===== config.mk =====
export PLATFORM = sky130hd
export DESIGN_NAME = bwd_skid_buf_flat
export DESIGN_NICKNAME = d
export VERILOG_FILES = /design/src/rtl/bwd_skid_buf_if.sv /design/src/rtl/bwd_skid_buf.sv /design/src/flat_wrapper.sv
export SDC_FILE = /design/constraint.sdc
export NUM_CORES = 2
export LEC_CHECK = 0
export ABC_AREA = 0
export BUFFER_PORTS_ARGS = -buffer_cell sky130_fd_sc_hd__buf_2
export CORE_MARGIN = 2
export CORE_UTILIZATION = 54
export DETAILED_ROUTE_END_ITERATION = 7
export GPL_TIMING_DRIVEN = 0
export PLACE_DENSITY = 0.77
export SLEW_MARGIN = 0
export SYNTH_ARGS = -nofsm -noshare
export SYNTH_HDL_FRONTEND = slang
export SYNTH_SLANG_ARGS = --single-unit

===== constraint.sdc =====
create_clock -name clk -period 2.1 [get_ports clk]
set_input_delay 0.42 -clock clk [delete_from_list [all_inputs] [get_ports clk]]
set_output_delay 0.42 -clock clk [all_outputs]
set_load 0.005 [all_outputs]

===== src/rtl/bwd_skid_buf_if.sv =====
// Valid/ready handshake bundle for bwd_skid_buf: master side (f_*) and slave side (b_*).
// The buffer connects through the slave modport; the environment uses the master modport.
interface bwd_skid_buf_if #(
  parameter int unsigned DATA_W = 256
);
  logic              f_valid_in;
  logic [DATA_W-1:0] f_data_in;
  logic              f_ready_out;
  logic              b_valid_out;
  logic [DATA_W-1:0] b_data_out;
  logic              b_ready_in;

  modport master (
    output f_valid_in, f_data_in, b_ready_in,
    input  f_ready_out, b_valid_out, b_data_out
  );

  modport slave (
    input  f_valid_in, f_data_in, b_ready_in,
    output f_ready_out, b_valid_out, b_data_out
  );
endinterface


===== src/rtl/bwd_skid_buf.sv =====
// DEPTH-entry backward-ready buffer with optional zero-latency bypass.
// f_ready_out depends only on stored state and flush, never on b_ready_in.
module bwd_skid_buf #(
  parameter int unsigned DATA_W = 256,
  parameter int unsigned DEPTH  = 4,
  parameter bit          BYPASS = 1'b1,
  localparam int unsigned CNT_W = $clog2(DEPTH + 1)
) (
  input  logic             clk,
  input  logic             rst_n,
  bwd_skid_buf_if.slave    bus,
  input  logic             flush,
  output logic [CNT_W-1:0] count
);

  localparam int unsigned      PTR_W = (DEPTH > 1) ? $clog2(DEPTH) : 1;
  localparam logic [CNT_W-1:0] FULL  = CNT_W'(DEPTH);
  localparam logic [PTR_W-1:0] LAST  = PTR_W'(DEPTH - 1);

  logic [DATA_W-1:0] mem_q [DEPTH];
  logic [PTR_W-1:0]  wr_ptr_q, wr_ptr_d;
  logic [PTR_W-1:0]  rd_ptr_q, rd_ptr_d;
  logic [CNT_W-1:0]  count_q, count_d;
  logic              empty, f_ready, f_acc, bypass, push, pop;

  // Handshake decode
  assign empty   = (count_q == '0);
  assign f_ready = ~flush & (count_q != FULL);
  assign f_acc   = bus.f_valid_in & f_ready;
  assign bypass  = BYPASS & empty & bus.b_ready_in & f_acc;
  assign push    = f_acc & ~bypass;
  assign pop     = ~flush & ~empty & bus.b_ready_in;

  assign bus.f_ready_out = f_ready;
  assign bus.b_valid_out = ~flush & (~empty | (BYPASS & f_acc));
  assign bus.b_data_out  = ~empty ? mem_q[rd_ptr_q]
                         : (BYPASS ? bus.f_data_in : '0);
  assign count           = count_q;

  // Next state; flush overrides any push/pop in the same cycle
  always_comb begin
    wr_ptr_d = wr_ptr_q;
    rd_ptr_d = rd_ptr_q;
    count_d  = count_q;
    if (flush) begin
      wr_ptr_d = '0;
      rd_ptr_d = '0;
      count_d  = '0;
    end else begin
      if (push) wr_ptr_d = (wr_ptr_q == LAST) ? '0 : wr_ptr_q + PTR_W'(1);
      if (pop)  rd_ptr_d = (rd_ptr_q == LAST) ? '0 : rd_ptr_q + PTR_W'(1);
      if (push && !pop)      count_d = count_q + CNT_W'(1);
      else if (pop && !push) count_d = count_q - CNT_W'(1);
    end
  end

  always_ff @(posedge clk or negedge rst_n) begin
    if (!rst_n) begin
      wr_ptr_q <= '0;
      rd_ptr_q <= '0;
      count_q  <= '0;
    end else begin
      wr_ptr_q <= wr_ptr_d;
      rd_ptr_q <= rd_ptr_d;
      count_q  <= count_d;
    end
  end

  // Storage array
  always_ff @(posedge clk or negedge rst_n) begin
    if (!rst_n) begin
      for (int unsigned i = 0; i < DEPTH; i++) mem_q[i] <= '0;
    end else if (push) begin
      mem_q[wr_ptr_q] <= bus.f_data_in;
    end
  end

endmodule


===== src/flat_wrapper.sv =====
// flat-port wrapper written by rule: the top's interface ports become plain ports
module bwd_skid_buf_flat 
#(
  parameter int unsigned DATA_W = 256,
  parameter int unsigned DEPTH  = 4,
  parameter bit          BYPASS = 1'b1,
  localparam int unsigned CNT_W = $clog2(DEPTH + 1)
)
  (clk, rst_n, flush, count, bus_f_valid_in, bus_f_data_in, bus_b_ready_in, bus_f_ready_out, bus_b_valid_out, bus_b_data_out);
  bwd_skid_buf_if #(.DATA_W(DATA_W)) bus_i ();
  input  logic clk;
  input  logic rst_n;
  input  logic flush;
  output logic [CNT_W-1:0] count;
  input wire logic [$bits(bus_i.f_valid_in)-1:0] bus_f_valid_in;
  input wire logic [$bits(bus_i.f_data_in)-1:0] bus_f_data_in;
  input wire logic [$bits(bus_i.b_ready_in)-1:0] bus_b_ready_in;
  output wire logic [$bits(bus_i.f_ready_out)-1:0] bus_f_ready_out;
  output wire logic [$bits(bus_i.b_valid_out)-1:0] bus_b_valid_out;
  output wire logic [$bits(bus_i.b_data_out)-1:0] bus_b_data_out;
  assign bus_i.f_valid_in = bus_f_valid_in;
  assign bus_i.f_data_in = bus_f_data_in;
  assign bus_i.b_ready_in = bus_b_ready_in;
  assign bus_f_ready_out = bus_i.f_ready_out;
  assign bus_b_valid_out = bus_i.b_valid_out;
  assign bus_b_data_out = bus_i.b_data_out;
  bwd_skid_buf #(.DATA_W(DATA_W), .DEPTH(DEPTH), .BYPASS(BYPASS)) u_core (.clk(clk), .rst_n(rst_n), .bus(bus_i), .flush(flush), .count(count));
endmodule

==> key figures <==
Worst setup path
  • Worst R2R Setup Slack: -380 ps
  • R2R cell count: 10
  • WP data arrival: 2660 ps
  • Critical path endpoint category: output port
  • CP max stage cell: mux4_2
  • Worst EP required: 1680 ps
  • Cell repeated most along the worst path: buf_16
  • Crit-path max FO: 8
  • Crit path largest cell delay: 500 ps
  • Reg-to-Reg End: u_core.count[2]
  • Critical path type: flop to output port
  • Crit-path cells: clkbuf_16, buf_16, buf_12, buf_16, mux4_2, mux2_4, buf_6
  • Worst setup SP type: flop
  • R2R Path Start: u_core.count[0]

Place
  • DP HPWL: 79,600 um
  • Port buffer count: 520
  • Placed Cells: 4,610
  • GP Congestion: 0.802
  • DP Area: 0.0564 mm2

Pwr
  • Pwr dens: 1410 mW/mm2
  • Switching share of power: 0.289
  • Gate power share: 0.442
  • Reg power frac: 0.330
  • Max IR drop VDD: 0.00110 V
  • Leakage: 32.4 nW
  • Clock power share: 0.228
  • Pint: 65.0 mW
  • Sw power: 26.5 mW

Die
  • Std cell rows: 113
  • Die footprint: 0.0986 mm2
  • Num ports: 522
  • DIE HEIGHT: 314 um
  • Starting Density: 0.545
  • DIE WIDTH: 314 um
  • Core area: 0.0952 mm2

Timing
  • RSZ-0062 raised after global routing: true
  • Worst Skew: 25.5 ps
  • Pins Over Slew Limit: 0
  • WHS: 38.8 ps
  • Tcrit/Tclk final: 1.47
  • Worst-Margin Slew: 873 ps
  • FMAX: 325 MHz
  • Worst setup margin: -979 ps
  • Final hold vios: 0
  • Min cycle time layout: 3080 ps
  • Final setup viols: 1,641
  • Relative slew slack: 0.418
  • Sum Neg Setup Slack: -367,340 ps

Synth
  • Post-synthesis mux area share: 0.447
  • Synth Warn #: 0
  • Ranking of synthesized cells by area: dfrtp_1 (50%), mux2_4 (23%), mux4_2 (11%), mux2_2 (10%), buf_12 (3.4%)
  • Syn Area/Cell: 18.4 um2
  • Seq/Total Area, Yosys: 0.497
  • FFs w/ async S/R, synth: 1.00
  • Main combinational cell family by area after synthesis: multiplexers
  • Post-synth top area cell: dfrtp_1
  • Synth Area in Simple Gates: 0.00306
  • Post-synth EDFFs: 0
  • Synthesized flop and latch total: 1,031
  • Post-synth top area share: 0.497
  • Synth Flop Type: dfrtp_1
  • Adder-Cell Fraction of Synth Area: 0.00159
  • Xor-xnor portion of the synthesized cell area: 0.000506
  • Top-count cell post-synth: dfrtp_1
  • Most frequent cells after synthesis: dfrtp_1 (1,031), mux2_4 (800), mux2_2 (480)
  • Synth Cell Area: 0.0519 mm2
  • Syn Inst Count: 2,817
  • Synth Area in Compound Gates: 0.00178
  • Synth cell types: 30
  • Post-Syn Nets: 3,084

Layout
  • Layout Cells excl Fill: 5,064
  • Seq. cell area: 0.0258 mm2
  • Core Util, Final: 0.682
  • Fillers: 6,044
  • Final Cell Area: 0.0649 mm2
  • # nets final: 3,962
  • Layout area overhead: 25.1%
  • Layout cell share with drive strength beyond 1: 0.659
  • Area of the multi-input gates: 0.0240 mm2

Hold path
  • Hold depth: 2
  • Worst hold endpoint: u_core.mem_q[949]
  • Min-Delay Path Class: input pin to flop
  • Min-delay src: bus_f_data_in[181]

GRT
  • Initial antenna violation count: 22
  • First-pass GRT wire length: 193,000 um
  • GRT Overall Usage: 0.254
  • Vias in the first global route: 30,900
  • Grt ovf: 0
  • Pin count of the biggest net entering global routing: 157

Route
  • Post-DRT Antenna Nets: 0
  • 1st-iter DRT viols: 1,744
  • Via count: 28,700
  • Total Routed Length: 128,000 um
  • Wire per inst: 25.2 um
  • Residual DRC: 0
  • DRT Pass-1 Iters: 5
  • Drt via density: 5.67

Clock tree
  • CTS buffer count: 110
  • Clock sink count: 1,031
  • Clock Path Buffers: 3
  • Clk_lat worst skew: 690 ps
  • Clock transition at path regs: 60 ps
  • H-tree depth: 3
  • Clock root cell: clkbuf_16
  • TritonCTS clock tree: yes

Status
  • Failing checks: negative setup slack
  • Status: finished, violations left

Job
  • Max Cap Viol: 0
-- worst max-delay path: cells and delay by family, from the launching register on --
kind | cells | cell delay, ps
flip-flops | 1 | 380
buffers and inverters | 5 | 760
multiplexers | 2 | 790
-- logic make-up after synthesis --
kind of cell	Yosys count
xor gates and xnor gates	3
adders and majority gates	6
buffers and inverters	207
muxes	1537
AOI/OAI and AO/OA	11
DFF	1031
and+or+nand+nor	22
-- placed cells by master, fill, tap and decap left out, drive strengths merged --
master and count:
nand3 1, clkbuf 193, xnor2 3, mux2i 1, dfrtp 1031, o211a 1, ha 5, a2111oi 1
fa 1, a31o 1, o211ai 1, dlygate4sd3 204, clkinv 23, or3 2, inv 8, o21a 1
a21oi 2, a31oi 1, a211oi 2, clkinvlp 7, nand2 8, bufinv 16, or2 1, mux4 256
buf 726, o221a 1, diode 12, mux2 1280, nor2 10
-- sequential cells by signal (all words and copies together), names as in the netlist --
register and flops:
u_core.rd_ptr_q 2, u_core.count 3, u_core.wr_ptr_q 2, u_core.mem_q 1024
-- per-layer routing --
metal	up-vias	wire, um	GRT usage
met1	15400	56400	0.361
met5	-	69	0
met2	718	61400	0.399
li1	12400	-	-
met3	211	6400	0.0478
met4	12	3530	0.0778
-- per-stage QoR --
step                      setup slack (ps)  power [mW]
after floorplan                       -163        52.7
after detailed placement             -1280        63.7
after global routing                 -1050        95.5
after CTS                            -1040        88.2
final                                 -979        91.5
after global placement              -21990        63.1
-- cell type report --
type | instances | share of cell area
sequential | 1031 | 0.398
multi-input combinational | 1579 | 0.370
timing repair buffer | 771 | 0.0980
clock buffer | 155 | 0.0494
buffer | 197 | 0.0485
tap | 1265 | 0.0244
clock inverter | 49 | 0.0107
antenna | 12 | 0.000463
inverter | 5 | 0.000289
-- what timing repair did --
item                        CTS  global route
hold endpoints to repair    792           215
gates resized for setup     233           200
setup endpoints to repair  1222          1820
gates cloned                  5            17
hold buffers                205             1
pin swaps                     0             1
setup buffers                 8             8
-- worst max path at each step --
stage	startpoint	endpoint	slack [ps]	cells after the start
2_1_floorplan	u_core.count[0]	u_core.count[2]	-160	9
3_3_place_gp	rst_n	u_core.mem_q[463]	-21990	1
3_5_place_dp	rst_n	u_core.mem_q[470]	-1280	5
4_1_cts	u_core.rd_ptr_q[0]	bus_b_data_out[175]	-1040	6
5_1_grt	u_core.rd_ptr_q[0]	bus_b_data_out[172]	-1050	7
6_report	u_core.rd_ptr_q[0]	bus_b_data_out[172]	-980	7
-- power by group through the flow --
stage	Clock, mW	Sequential (mW)	Combinational (mW)
2_1_floorplan	0	28.9	23.8
3_3_place_gp	0	30.1	33.1
3_5_place_dp	0	30.1	33.7
4_1_cts	21.2	30.0	37.0
5_1_grt	22.0	30.8	42.6
6_report	20.9	30.2	40.4
Power figures use the tool's default switching activity.
